## config.mk

```make
export PLATFORM = sky130hd
export DESIGN_NAME = uart_rx_ctrl_flat
export DESIGN_NICKNAME = d
export VERILOG_FILES = /design/src/rtl/uart_pkg.sv /design/src/rtl/uart_rx_ctrl_if.sv /design/src/rtl/uart_rx_fifo.sv /design/src/rtl/uart_rx_ctrl.sv /design/src/flat_wrapper.sv
export SDC_FILE = /design/constraint.sdc
export NUM_CORES = 1
export LEC_CHECK = 0
export CAP_MARGIN = 25
export CORE_UTILIZATION = 55
export CTS_CLUSTER_SIZE = 10
export DETAILED_ROUTE_END_ITERATION = 7
export GPL_ROUTABILITY_DRIVEN = 0
export PLACE_DENSITY = 0.8
export SYNTH_ARGS = -nofsm -noshare
export SYNTH_HDL_FRONTEND = slang
export SYNTH_SLANG_ARGS = --single-unit
```

## constraint.sdc

```tcl
create_clock -name clk -period 3.4 [get_ports clk]
set_input_delay 0.51 -clock clk [delete_from_list [all_inputs] [get_ports clk]]
set_output_delay 0.51 -clock clk [all_outputs]
set_load 0.1 [all_outputs]
```

## src/rtl/uart_pkg.sv

```systemverilog
// Shared definitions for the UART receive controller slice.
//   rx_state_t   : controller FSM states (OFF/IDLE/FRAME/HOLD)
//   BYTE_W       : received byte width
//   DEPTH_DEF    : default receive FIFO depth (power of 2)
//   FRAME_TO_DEF : default cycles allowed from start bit to receiver done
//   sat_inc8     : saturating 8-bit increment
package uart_pkg;

  localparam int unsigned BYTE_W       = 8;
  localparam int unsigned DEPTH_DEF    = 4;
  localparam int unsigned FRAME_TO_DEF = 12;

  typedef enum logic [1:0] {
    ST_OFF   = 2'd0,
    ST_IDLE  = 2'd1,
    ST_FRAME = 2'd2,
    ST_HOLD  = 2'd3
  } rx_state_t;

  function automatic logic [7:0] sat_inc8(input logic [7:0] v);
    return (v == 8'hFF) ? v : v + 8'd1;
  endfunction

endpackage

```

## src/rtl/uart_rx_ctrl_if.sv

```systemverilog
// Host read handshake of the UART receive controller (FWFT FIFO head).
//   rd_valid_o : byte available
//   rd_data_o  : FIFO head byte
//   rd_ready_i : host pop (effective when rd_valid_o is also high)
// master = controller side, slave = host side.
interface uart_rx_ctrl_if;
  import uart_pkg::*;

  logic              rd_valid_o;
  logic [BYTE_W-1:0] rd_data_o;
  logic              rd_ready_i;

  modport master (output rd_valid_o, output rd_data_o, input rd_ready_i);
  modport slave  (input rd_valid_o, input rd_data_o, output rd_ready_i);
endinterface

```

## src/rtl/uart_rx_fifo.sv

```systemverilog
// Synchronous first-word-fall-through FIFO for received bytes.
//   clk, rst_n : clock, synchronous active-low reset (clears contents)
//   i_push     : write request; accepted when not full, or full with a pop
//   i_data     : write byte
//   i_pop      : read request; ignored when empty
//   o_data     : head byte (valid when !o_empty)
//   o_full     : count == DEPTH
//   o_empty    : count == 0
//   o_count    : occupancy 0..DEPTH
module uart_rx_fifo
  import uart_pkg::*;
#(
  parameter  int unsigned DEPTH = DEPTH_DEF,
  localparam int unsigned AW    = $clog2(DEPTH),
  localparam int unsigned CW    = AW + 1
) (
  input  logic              clk,
  input  logic              rst_n,
  input  logic              i_push,
  input  logic [BYTE_W-1:0] i_data,
  input  logic              i_pop,
  output logic [BYTE_W-1:0] o_data,
  output logic              o_full,
  output logic              o_empty,
  output logic [CW-1:0]     o_count
);

  logic [BYTE_W-1:0] r_mem [DEPTH];
  logic [AW-1:0]     r_wr_ptr;
  logic [AW-1:0]     r_rd_ptr;
  logic [CW-1:0]     r_count;
  logic              w_wr;
  logic              w_rd;

  assign o_full  = (r_count == CW'(DEPTH));
  assign o_empty = (r_count == '0);
  assign o_count = r_count;
  assign o_data  = r_mem[r_rd_ptr];

  assign w_rd = i_pop && !o_empty;
  // A pop frees a slot in the same cycle, so a full FIFO still takes the push.
  assign w_wr = i_push && (!o_full || w_rd);

  always_ff @(posedge clk) begin
    if (!rst_n) begin
      r_wr_ptr <= '0;
      r_rd_ptr <= '0;
      r_count  <= '0;
      for (int unsigned i = 0; i < DEPTH; i++) r_mem[i] <= '0;
    end else begin
      if (w_wr) begin
        r_mem[r_wr_ptr] <= i_data;
        r_wr_ptr        <= r_wr_ptr + AW'(1);
      end
      if (w_rd) r_rd_ptr <= r_rd_ptr + AW'(1);
      case ({w_wr, w_rd})
        2'b10:   r_count <= r_count + CW'(1);
        2'b01:   r_count <= r_count - CW'(1);
        default: r_count <= r_count;
      endcase
    end
  end

endmodule

```

## src/rtl/uart_rx_ctrl.sv

```systemverilog
// UART receive controller: tracks frames from start bit to receiver done,
// captures the byte into a FWFT FIFO, times out stalled frames and keeps
// sticky overflow / saturating frame-error status.
//   clk, rst_n  : clock, synchronous active-low reset
//   rx_line_i   : serial line monitor (0 = start bit)
//   rx_done_i   : receiver done
//   rx_data_i   : receiver byte, meaningful only in the done cycle
//   rx_en_o     : receiver enable (registered, 0 only in OFF)
//   ctrl_en_i   : reception enable
//   clr_i       : clear ovf_o and err_cnt_o (wins over a coincident event)
//   rd_if       : host read handshake (master side)
//   fifo_cnt_o  : FIFO occupancy
//   ovf_o       : sticky overflow
//   err_cnt_o   : frame-error count, saturates at 255
module uart_rx_ctrl
  import uart_pkg::*;
#(
  parameter  int unsigned DEPTH    = DEPTH_DEF,
  parameter  int unsigned FRAME_TO = FRAME_TO_DEF,
  localparam int unsigned CW       = $clog2(DEPTH) + 1,
  localparam int unsigned FW       = $clog2(FRAME_TO) + 1
) (
  input  logic              clk,
  input  logic              rst_n,
  input  logic              rx_line_i,
  input  logic              rx_done_i,
  input  logic [BYTE_W-1:0] rx_data_i,
  output logic              rx_en_o,
  input  logic              ctrl_en_i,
  input  logic              clr_i,
  uart_rx_ctrl_if.master    rd_if,
  output logic [CW-1:0]     fifo_cnt_o,
  output logic              ovf_o,
  output logic [7:0]        err_cnt_o
);

  rx_state_t     r_state;
  logic          r_rx_en;
  logic [FW-1:0] r_frm_cnt;
  logic          r_ovf;
  logic [7:0]    r_err_cnt;

  logic          w_capture;
  logic          w_timeout;
  logic          w_pop;
  logic          w_full;
  logic          w_empty;

  assign w_capture = (r_state == ST_FRAME) && rx_done_i;
  assign w_timeout = (r_state == ST_FRAME) && !rx_done_i &&
                     (r_frm_cnt == FW'(FRAME_TO - 1));
  assign w_pop     = !w_empty && rd_if.rd_ready_i;

  // rx_data_i reaches the FIFO write port only through the capture qualifier.
  uart_rx_fifo #(.DEPTH(DEPTH)) u_fifo (
    .clk     (clk),
    .rst_n   (rst_n),
    .i_push  (w_capture),
    .i_data  (rx_data_i),
    .i_pop   (w_pop),
    .o_data  (rd_if.rd_data_o),
    .o_full  (w_full),
    .o_empty (w_empty),
    .o_count (fifo_cnt_o)
  );

  assign rd_if.rd_valid_o = !w_empty;
  assign rx_en_o          = r_rx_en;
  assign ovf_o            = r_ovf;
  assign err_cnt_o        = r_err_cnt;

  always_ff @(posedge clk) begin
    if (!rst_n) begin
      r_state   <= ST_OFF;
      r_rx_en   <= 1'b0;
      r_frm_cnt <= '0;
      r_ovf     <= 1'b0;
      r_err_cnt <= '0;
    end else begin
      case (r_state)
        ST_OFF: begin
          if (ctrl_en_i) begin
            r_state <= ST_IDLE;
            r_rx_en <= 1'b1;
          end
        end
        ST_IDLE: begin
          if (!ctrl_en_i) begin
            r_state <= ST_OFF;
            r_rx_en <= 1'b0;
          end else if (!rx_line_i) begin
            r_state   <= ST_FRAME;
            r_frm_cnt <= '0;
          end
        end
        // ctrl_en_i is deliberately ignored here so a frame in flight completes.
        ST_FRAME: begin
          if (rx_done_i) begin
            r_state <= ST_HOLD;
          end else if (w_timeout) begin
            r_state <= ST_IDLE;
          end else begin
            r_frm_cnt <= r_frm_cnt + FW'(1);
          end
        end
        ST_HOLD: begin
          if (!rx_done_i) begin
            r_state <= ctrl_en_i ? ST_IDLE : ST_OFF;
            r_rx_en <= ctrl_en_i;
          end
        end
        default: begin
          r_state <= ST_OFF;
          r_rx_en <= 1'b0;
        end
      endcase

      if (clr_i) begin
        r_ovf     <= 1'b0;
        r_err_cnt <= '0;
      end else begin
        if (w_capture && w_full && !w_pop) r_ovf <= 1'b1;
        if (w_timeout) r_err_cnt <= sat_inc8(r_err_cnt);
      end
    end
  end

endmodule

```

## src/flat_wrapper.sv

```systemverilog
// flat-port wrapper written by rule: the top's interface ports become plain ports
module uart_rx_ctrl_flat import uart_pkg::*;
#(
  parameter  int unsigned DEPTH    = DEPTH_DEF,
  parameter  int unsigned FRAME_TO = FRAME_TO_DEF,
  localparam int unsigned CW       = $clog2(DEPTH) + 1,
  localparam int unsigned FW       = $clog2(FRAME_TO) + 1
)
  (clk, rst_n, rx_line_i, rx_done_i, rx_data_i, rx_en_o, ctrl_en_i, clr_i, fifo_cnt_o, ovf_o, err_cnt_o, rd_if_rd_valid_o, rd_if_rd_data_o, rd_if_rd_ready_i);
  uart_rx_ctrl_if rd_if_i ();
  input  logic clk;
  input  logic rst_n;
  input  logic rx_line_i;
  input  logic rx_done_i;
  input  logic [BYTE_W-1:0] rx_data_i;
  output logic rx_en_o;
  input  logic ctrl_en_i;
  input  logic clr_i;
  output logic [CW-1:0] fifo_cnt_o;
  output logic ovf_o;
  output logic [7:0] err_cnt_o;
  output wire logic [$bits(rd_if_i.rd_valid_o)-1:0] rd_if_rd_valid_o;
  output wire logic [$bits(rd_if_i.rd_data_o)-1:0] rd_if_rd_data_o;
  input wire logic [$bits(rd_if_i.rd_ready_i)-1:0] rd_if_rd_ready_i;
  assign rd_if_rd_valid_o = rd_if_i.rd_valid_o;
  assign rd_if_rd_data_o = rd_if_i.rd_data_o;
  assign rd_if_i.rd_ready_i = rd_if_rd_ready_i;
  uart_rx_ctrl #(.DEPTH(DEPTH), .FRAME_TO(FRAME_TO)) u_core (.clk(clk), .rst_n(rst_n), .rx_line_i(rx_line_i), .rx_done_i(rx_done_i), .rx_data_i(rx_data_i), .rx_en_o(rx_en_o), .ctrl_en_i(ctrl_en_i), .clr_i(clr_i), .rd_if(rd_if_i), .fifo_cnt_o(fifo_cnt_o), .ovf_o(ovf_o), .err_cnt_o(err_cnt_o));
endmodule
```

== Word-level counts from Yosys, hierarchy flattened ==
Memories as Yosys holds them, arrays and structs flattened. A register that Yosys moved wholly into a read port is not among the register bits.
Index checks and enable logic that the tools add are counted.
Operators by class
  equality and inequality tests: 17
  muxes and demuxes: 27
  reductions and logical operators: 24
  div/mod/pow operators: 0
  order comparisons: 0
  $add $sub $neg: 6
  bitwise operators: 2
  $mul: 0
  shift operators: 0
Operators by type and width (count)
  $mux W5: 4
  $mux W2: 9
  $ne A2 B2 Y1 const B: 7
  $pmux W5 S2: 1
  $mux W1: 9
  $add A8 B1 Y8 const B: 1
  $eq A8 B8 Y1 const B: 1
  $logic_and A1 B1 Y1: 8
  $mux W8: 1
  $pmux W2 S4: 1
  $reduce_and A4 Y1: 2
  $reduce_or A8 Y1: 1
  $eq A2 B2 Y1 const B: 3
  $pmux W3 S2: 1
  $add A5 B1 Y5 const B: 1
  $eq A5 B4 Y1 const B: 1
  $reduce_and A5 Y1: 1
  $add A2 B1 Y2 const B: 2
  $eq A2 B1 Y1 const B: 2
  $logic_not A1 Y1: 4
  $reduce_bool A2 Y1: 2
  $add A3 B1 Y3 const B: 1
  $eq A3 B3 Y1 const B: 1
  $logic_not A3 Y1: 1
  other kinds (10): 11
Word-level totals
  bits in read-only memories: 0
  output and inout bits: 22
  logic and storage cells: 85
  memories kept: 1
  flip-flop bits (word level): 24
  RAM bits: 32
  bits in latches: 0
Memory list
  u_core.u_fifo.r_mem: depth 4, bits a word 8, rd ports 1, clocked after memory_dff 1, write ports 4, line uart_rx_fifo.sv:28  | logic [BYTE_W-1:0] r_mem [DEPTH];

== Depth between registers and ports, before layout ==
  depth in word-level cells: 11
  depth in mapped cells: 9

== Modules after synthesis ==
Synthesis repeated with hierarchy kept, for this count alone.
Unflattened totals
  cell total of the unflattened synthesis: 234
  area, all modules: 2766.4 um^2
By module, submodules not included
  uart_rx_fifo: cells each 135, times used 1, area each 1873.0 um^2
  uart_rx_ctrl: cells each 99, times used 1, area each 893.4 um^2

== Worst setup path before layout ==
No wires, ideal clock.
  kind: flip-flop to flip-flop
  start: register u_core.u_fifo.r_count[2], in the netlist u_core.u_fifo.o_count[2]
  end: register u_core.u_fifo.r_count[2], in the netlist u_core.u_fifo.o_count[2]
  library setup time: 0.071 ns
  stages on the path, launching flop included: 9
  path buffers: 0
  data required time: 3.329 ns
  slack: 0.449 ns
  clock period less this slack: 2.951 ns
  arrival: 2.881 ns
  path through: dfxtp_1 > or4b_1 > nand3_1 > ha_1 > inv_1 > fa_1 > xor2_1 > or3_1 > a21oi_1
Between the ends
  word-level cells in the longest chain between the ends: 8
Ends and longest elaborated chain
  start, declared: line uart_rx_fifo.sv:31  | logic [CW-1:0] r_count;
  start signal, assigned: line uart_rx_fifo.sv:57  | 2'b10: r_count <= r_count + CW'(1);
  start signal, assigned: line uart_rx_fifo.sv:58  | 2'b01: r_count <= r_count - CW'(1);
  start signal, assigned: line uart_rx_fifo.sv:59  | default: r_count <= r_count;
  $logic_not A3 Y1: line uart_rx_fifo.sv:36  | assign o_empty = (r_count == '0);
  $logic_not A1 Y1: line uart_rx_fifo.sv:40, uart_rx_ctrl.sv:52
  $logic_and A1 B1 Y1: line uart_rx_ctrl.sv:52  | assign w_pop = !w_empty && rd_if.rd_ready_i;
  $logic_and A1 B1 Y1: line uart_rx_fifo.sv:40  | assign w_rd = i_pop && !o_empty;
  $logic_or A1 B1 Y1: line uart_rx_fifo.sv:42  | assign w_wr = i_push && (!o_full || w_rd);
  $logic_and A1 B1 Y1: line uart_rx_fifo.sv:42
  $eq A2 B1 Y1 / $eq A2 B2 Y1 (equally long branches): line uart_rx_fifo.sv:56  | case ({w_wr, w_rd})
  $pmux W3 S2 / $reduce_bool A2 Y1 (equally long branches)
Parallel ways exist; a longest one is shown, timed or not.
A chain may end at the register's enable or synchronous reset.

== Worst setup path in the final report ==
  start: input rd_if_rd_ready_i
  end: register u_core.u_fifo.r_count[2], in the netlist u_core.u_fifo.o_count[2]
Between the ends
  word-level cells in the longest chain between the ends: 6
Ends and longest elaborated chain
  start, declared: line flat_wrapper.sv:24  | input wire logic [$bits(rd_if_i.rd_ready_i)-1:0] rd_if_rd_ready_i;
  $logic_and A1 B1 Y1 *: line uart_rx_ctrl.sv:52
  $logic_and A1 B1 Y1 *: line uart_rx_fifo.sv:40
  $logic_or A1 B1 Y1: line uart_rx_fifo.sv:42
  $logic_and A1 B1 Y1: line uart_rx_fifo.sv:42
  $eq A2 B1 Y1 / $eq A2 B2 Y1 (equally long branches): line uart_rx_fifo.sv:56
  $pmux W3 S2 / $reduce_bool A2 Y1 (equally long branches)
Every way passes the cells marked *; elsewhere a longest branch is shown, timed or not.

==> impl_metrics.prom <==
# TYPE chip_impl_metric gauge
chip_impl_metric{name="finish.net_count",unit=""} 287
chip_impl_metric{name="via_per_inst",unit=""} 5.59
chip_impl_info{name="rsz0062_at_grt",value="no"} 1
chip_impl_metric{name="clk_latency",unit="ns"} 0.33
chip_impl_metric{name="drt_pass1_iterations",unit=""} 4
chip_impl_metric{name="grt_max_degree",unit=""} 13
chip_impl_metric{name="synth_area_per_cell",unit="µm²"} 11.9
chip_impl_metric{name="antenna_left",unit=""} 0
chip_impl_info{name="clk_root_buffer_cell",value="clkbuf_8"} 1
chip_impl_info{name="postSynth.topFlopCell",value="edfxtp_1"} 1
chip_impl_metric{name="final_hold_violations",unit=""} 0
chip_impl_metric{name="period_share",unit=""} 0.792
chip_impl_metric{name="report.final.slew_viol_count",unit=""} 0
chip_impl_info{name="hold_class",value="reg2reg"} 1
chip_impl_info{name="worst-setup-path-type",value="in2reg"} 1
chip_impl_metric{name="synth-seq-area-share",unit=""} 0.555
chip_impl_metric{name="path_clk_slew",unit="ns"} 0.06
chip_impl_metric{name="synthArstFlopShare",unit=""} 0
chip_impl_metric{name="grt_use_total",unit=""} 0.223
chip_impl_metric{name="syn_area",unit="µm²"} 2670
chip_impl_metric{name="yosysWarnings",unit=""} 0
chip_impl_metric{name="tightest_slew",unit="ns"} 0.981
chip_impl_metric{name="core",unit="µm²"} 4500
chip_impl_metric{name="first_global_vias",unit=""} 1850
chip_impl_info{name="status",value="completed"} 1
chip_impl_metric{name="first_iter_violations",unit=""} 72
chip_impl_metric{name="cell_variety_after_synth",unit=""} 46
chip_impl_metric{name="cp_max_fo",unit=""} 4
chip_impl_metric{name="place_hpwl",unit="µm"} 3450
chip_impl_metric{name="final_core_utilization",unit=""} 0.724
chip_impl_metric{name="cts-buffers-inserted",unit=""} 9
chip_impl_metric{name="timing.final.setup_violations",unit=""} 0
chip_impl_metric{name="floorplan.io_pins",unit=""} 37
chip_impl_metric{name="htree_levels",unit=""} 3
chip_impl_metric{name="yosys.area.top_type_share",unit=""} 0.360
chip_impl_info{name="tritoncts_clock_tree",value="built"} 1
chip_impl_metric{name="hold-worst-slack",unit="ns"} 0.474
chip_impl_metric{name="antenna_violations_before_repair",unit=""} 0
chip_impl_metric{name="max-slew-margin-rel",unit=""} 0.344
chip_impl_metric{name="crit_required",unit="ns"} 3.66
chip_impl_metric{name="achievable-frequency",unit="MHz"} 371
chip_impl_metric{name="minimum_clock_period",unit="ns"} 2.69
chip_impl_metric{name="number_of_antenna_repair_diodes",unit=""} 0
chip_impl_metric{name="row_count",unit=""} 24
chip_impl_metric{name="vdd.ir_drop.worst",unit="V"} 0.000357
chip_impl_metric{name="timing.max_cap.violations",unit=""} 0
chip_impl_metric{name="die_height",unit="µm"} 71.7
chip_impl_metric{name="fin_setup_tns",unit="ns"} 0
chip_impl_metric{name="yosys_register_bits",unit=""} 58
chip_impl_info{name="critPathCaptureType",value="flip-flop"} 1
chip_impl_metric{name="die_w",unit="µm"} 71.7
chip_impl_metric{name="start_util",unit=""} 0.593
chip_impl_metric{name="cellLeakagePower",unit="µW"} 0.00118
chip_impl_metric{name="fp.dieArea",unit="µm²"} 5140
chip_impl_info{name="synth.area.top_cells",value="edfxtp_1 36%, dfxtp_1 19%, and2_1 7.5%"} 1
chip_impl_metric{name="cts.repair_timing.setup_buffer_count",unit=""} 0
chip_impl_metric{name="grt_first_pass_wirelength",unit="µm"} 8530
chip_impl_info{name="synth.top_cells.by_count",value="32 x and2_1, 32 x edfxtp_1, 26 x dfxtp_1"} 1
chip_impl_metric{name="drt-wirelength-per-cell",unit="µm"} 15.4
chip_impl_metric{name="syn-instance-count",unit=""} 224
chip_impl_metric{name="clockBufferDepth",unit=""} 2
chip_impl_info{name="kind_of_start_point_of_the_critical_path",value="primary input"} 1
chip_impl_metric{name="io_buffers",unit=""} 36
chip_impl_metric{name="fin_skew",unit="ns"} 0.00533
chip_impl_metric{name="area.growth.synth_to_final",unit="%"} 22.1
chip_impl_metric{name="post_detailed_route_drc_marker_count",unit=""} 0
chip_impl_metric{name="gr-total-overflow",unit=""} 0
chip_impl_metric{name="worst-endpoint-arrival",unit="ns"} 2.95
chip_impl_metric{name="post_route_cells_drive_above_1_share",unit=""} 0.150
chip_impl_metric{name="powerDensity",unit="nW/µm²"} 460
chip_impl_metric{name="routed_wirelength",unit="µm"} 5000
chip_impl_metric{name="cts-hold-fix-buffers",unit=""} 0
chip_impl_metric{name="synth_edf_count",unit=""} 32
chip_impl_metric{name="via_count",unit=""} 1818
chip_impl_info{name="synth_largest_area_cell",value="edfxtp_1"} 1
chip_impl_metric{name="syn-num-nets",unit=""} 243
chip_impl_metric{name="cts.repair.resized",unit=""} 0
chip_impl_metric{name="clock_sinks",unit=""} 58
sequential cells by signal (all words and copies together), names as in the netlist, named ones only:
signal / count
u_core.rx_en_o: 1
u_core.u_fifo.r_mem: 32
u_core.err_cnt_o: 8
u_core.u_fifo.r_wr_ptr: 2
u_core.u_fifo.o_count: 3
u_core.r_frm_cnt: 5
u_core.r_state: 2
u_core.ovf_o: 1
u_core.u_fifo.r_rd_ptr: 2
path summary, 6_finish.rpt:
kind / start / endpoint / slack [ns] / cells past startpoint
worst max-delay path: rd_if_rd_ready_i / u_core.u_fifo.o_count[2] / 0.71 / 9
worst min-delay path: u_core.ovf_o / u_core.ovf_o / 0.47 / 2
worst max register to register: u_core.u_fifo.o_count[0] / u_core.u_fifo.o_count[2] / 0.89 / 8
worst min register to register: u_core.ovf_o / u_core.ovf_o / 0.47 / 2
critical path, cell delays in order:
cell and delay (ns):
clkdlybuf4s50_1 0.42, or4b_1 0.55, nand3_1 0.20, ha_1 0.21, inv_1 0.06, fa_1 0.38, xor2_1 0.16, or3_1 0.32
a21oi_1 0.14
power by group:
group | total [µW] | internal [µW] | leakage, µW | switching [µW]
combinational | 141 | 47.2 | 0.000546 | 93.4
sequential | 766 | 755 | 0.000540 | 10.9
clock | 592 | 333 | 0.0000974 | 259
total | 1500 | 1140 | 0.00118 | 363
cell families (layout without fill, tap and decap cells):
logic type | count (synthesis) | after routing | share of synthesized area
multiplexers | 10 | 10 | 0.0754
AND/OR/NAND/NOR | 90 | 90 | 0.202
buffers and inverters | 14 | 63 | 0.0211
XOR/XNOR | 9 | 9 | 0.0295
adder cells (fa/ha/maj) | 4 | 4 | 0.0216
AO/OA/AOI/OAI | 39 | 39 | 0.0951
flip-flops | 58 | 58 | 0.555
cell type report:
type | count | area, µm²
Multi-Input combinational cell | 152 | 1130
Fill cell | 332 | 1240
Sequential cell | 58 | 1480
Clock buffer | 10 | 128
Inverter | 7 | 26.3
Tap cell | 52 | 65.1
Timing Repair Buffer | 40 | 370
Clock inverter | 6 | 57.6
stage by stage:
| step | setup WS (ns) | std cells | instance area [µm²] | power (µW) |
|---|---|---|---|---|
| finish | 0.706 | 325 | 3260 | 1500 |
| global route | 0.611 | 325 | 3260 | 1550 |
| global placement | 0.479 | 309 | 3080 | 920 |
| floorplan | 0.449 | 224 | 2670 | 876 |
| detailed placement | 0.378 | 309 | 3080 | 922 |
| CTS | 0.723 | 325 | 3260 | 1510 |
per-layer routing:
metal / GRT usage / vias to the layer above / share of wire / routed length (µm)
met4: 0.0871 / 0 / 0.012 / 61
li1: - / 914 / - / -
met5: 0 / - / 0 / 0
met1: 0.279 / 860 / 0.45 / 2260
met3: 0.0788 / 5 / 0.044 / 221
met2: 0.357 / 39 / 0.49 / 2460
layout by cell type, fill, tap and decap left out, drive strengths merged, types with 2 or more instances in the layout:
cell / n
xor2: 7
buf: 12
a21oi: 11
mux4: 8
inv: 7
and3: 2
clkinv: 5
o2111ai: 2
clkdlybuf4s50: 28
or3: 5
and2: 32
edfxtp: 32
nand4: 5
dfxtp: 26
a31oi: 3
o21ai: 14
nor3b: 2
ha: 3
nand2: 6
nor2: 18
xnor2: 2
clkbuf: 10
nand2b: 6
nand3: 5
nor3: 2
Power figures use the tool's default switching activity.
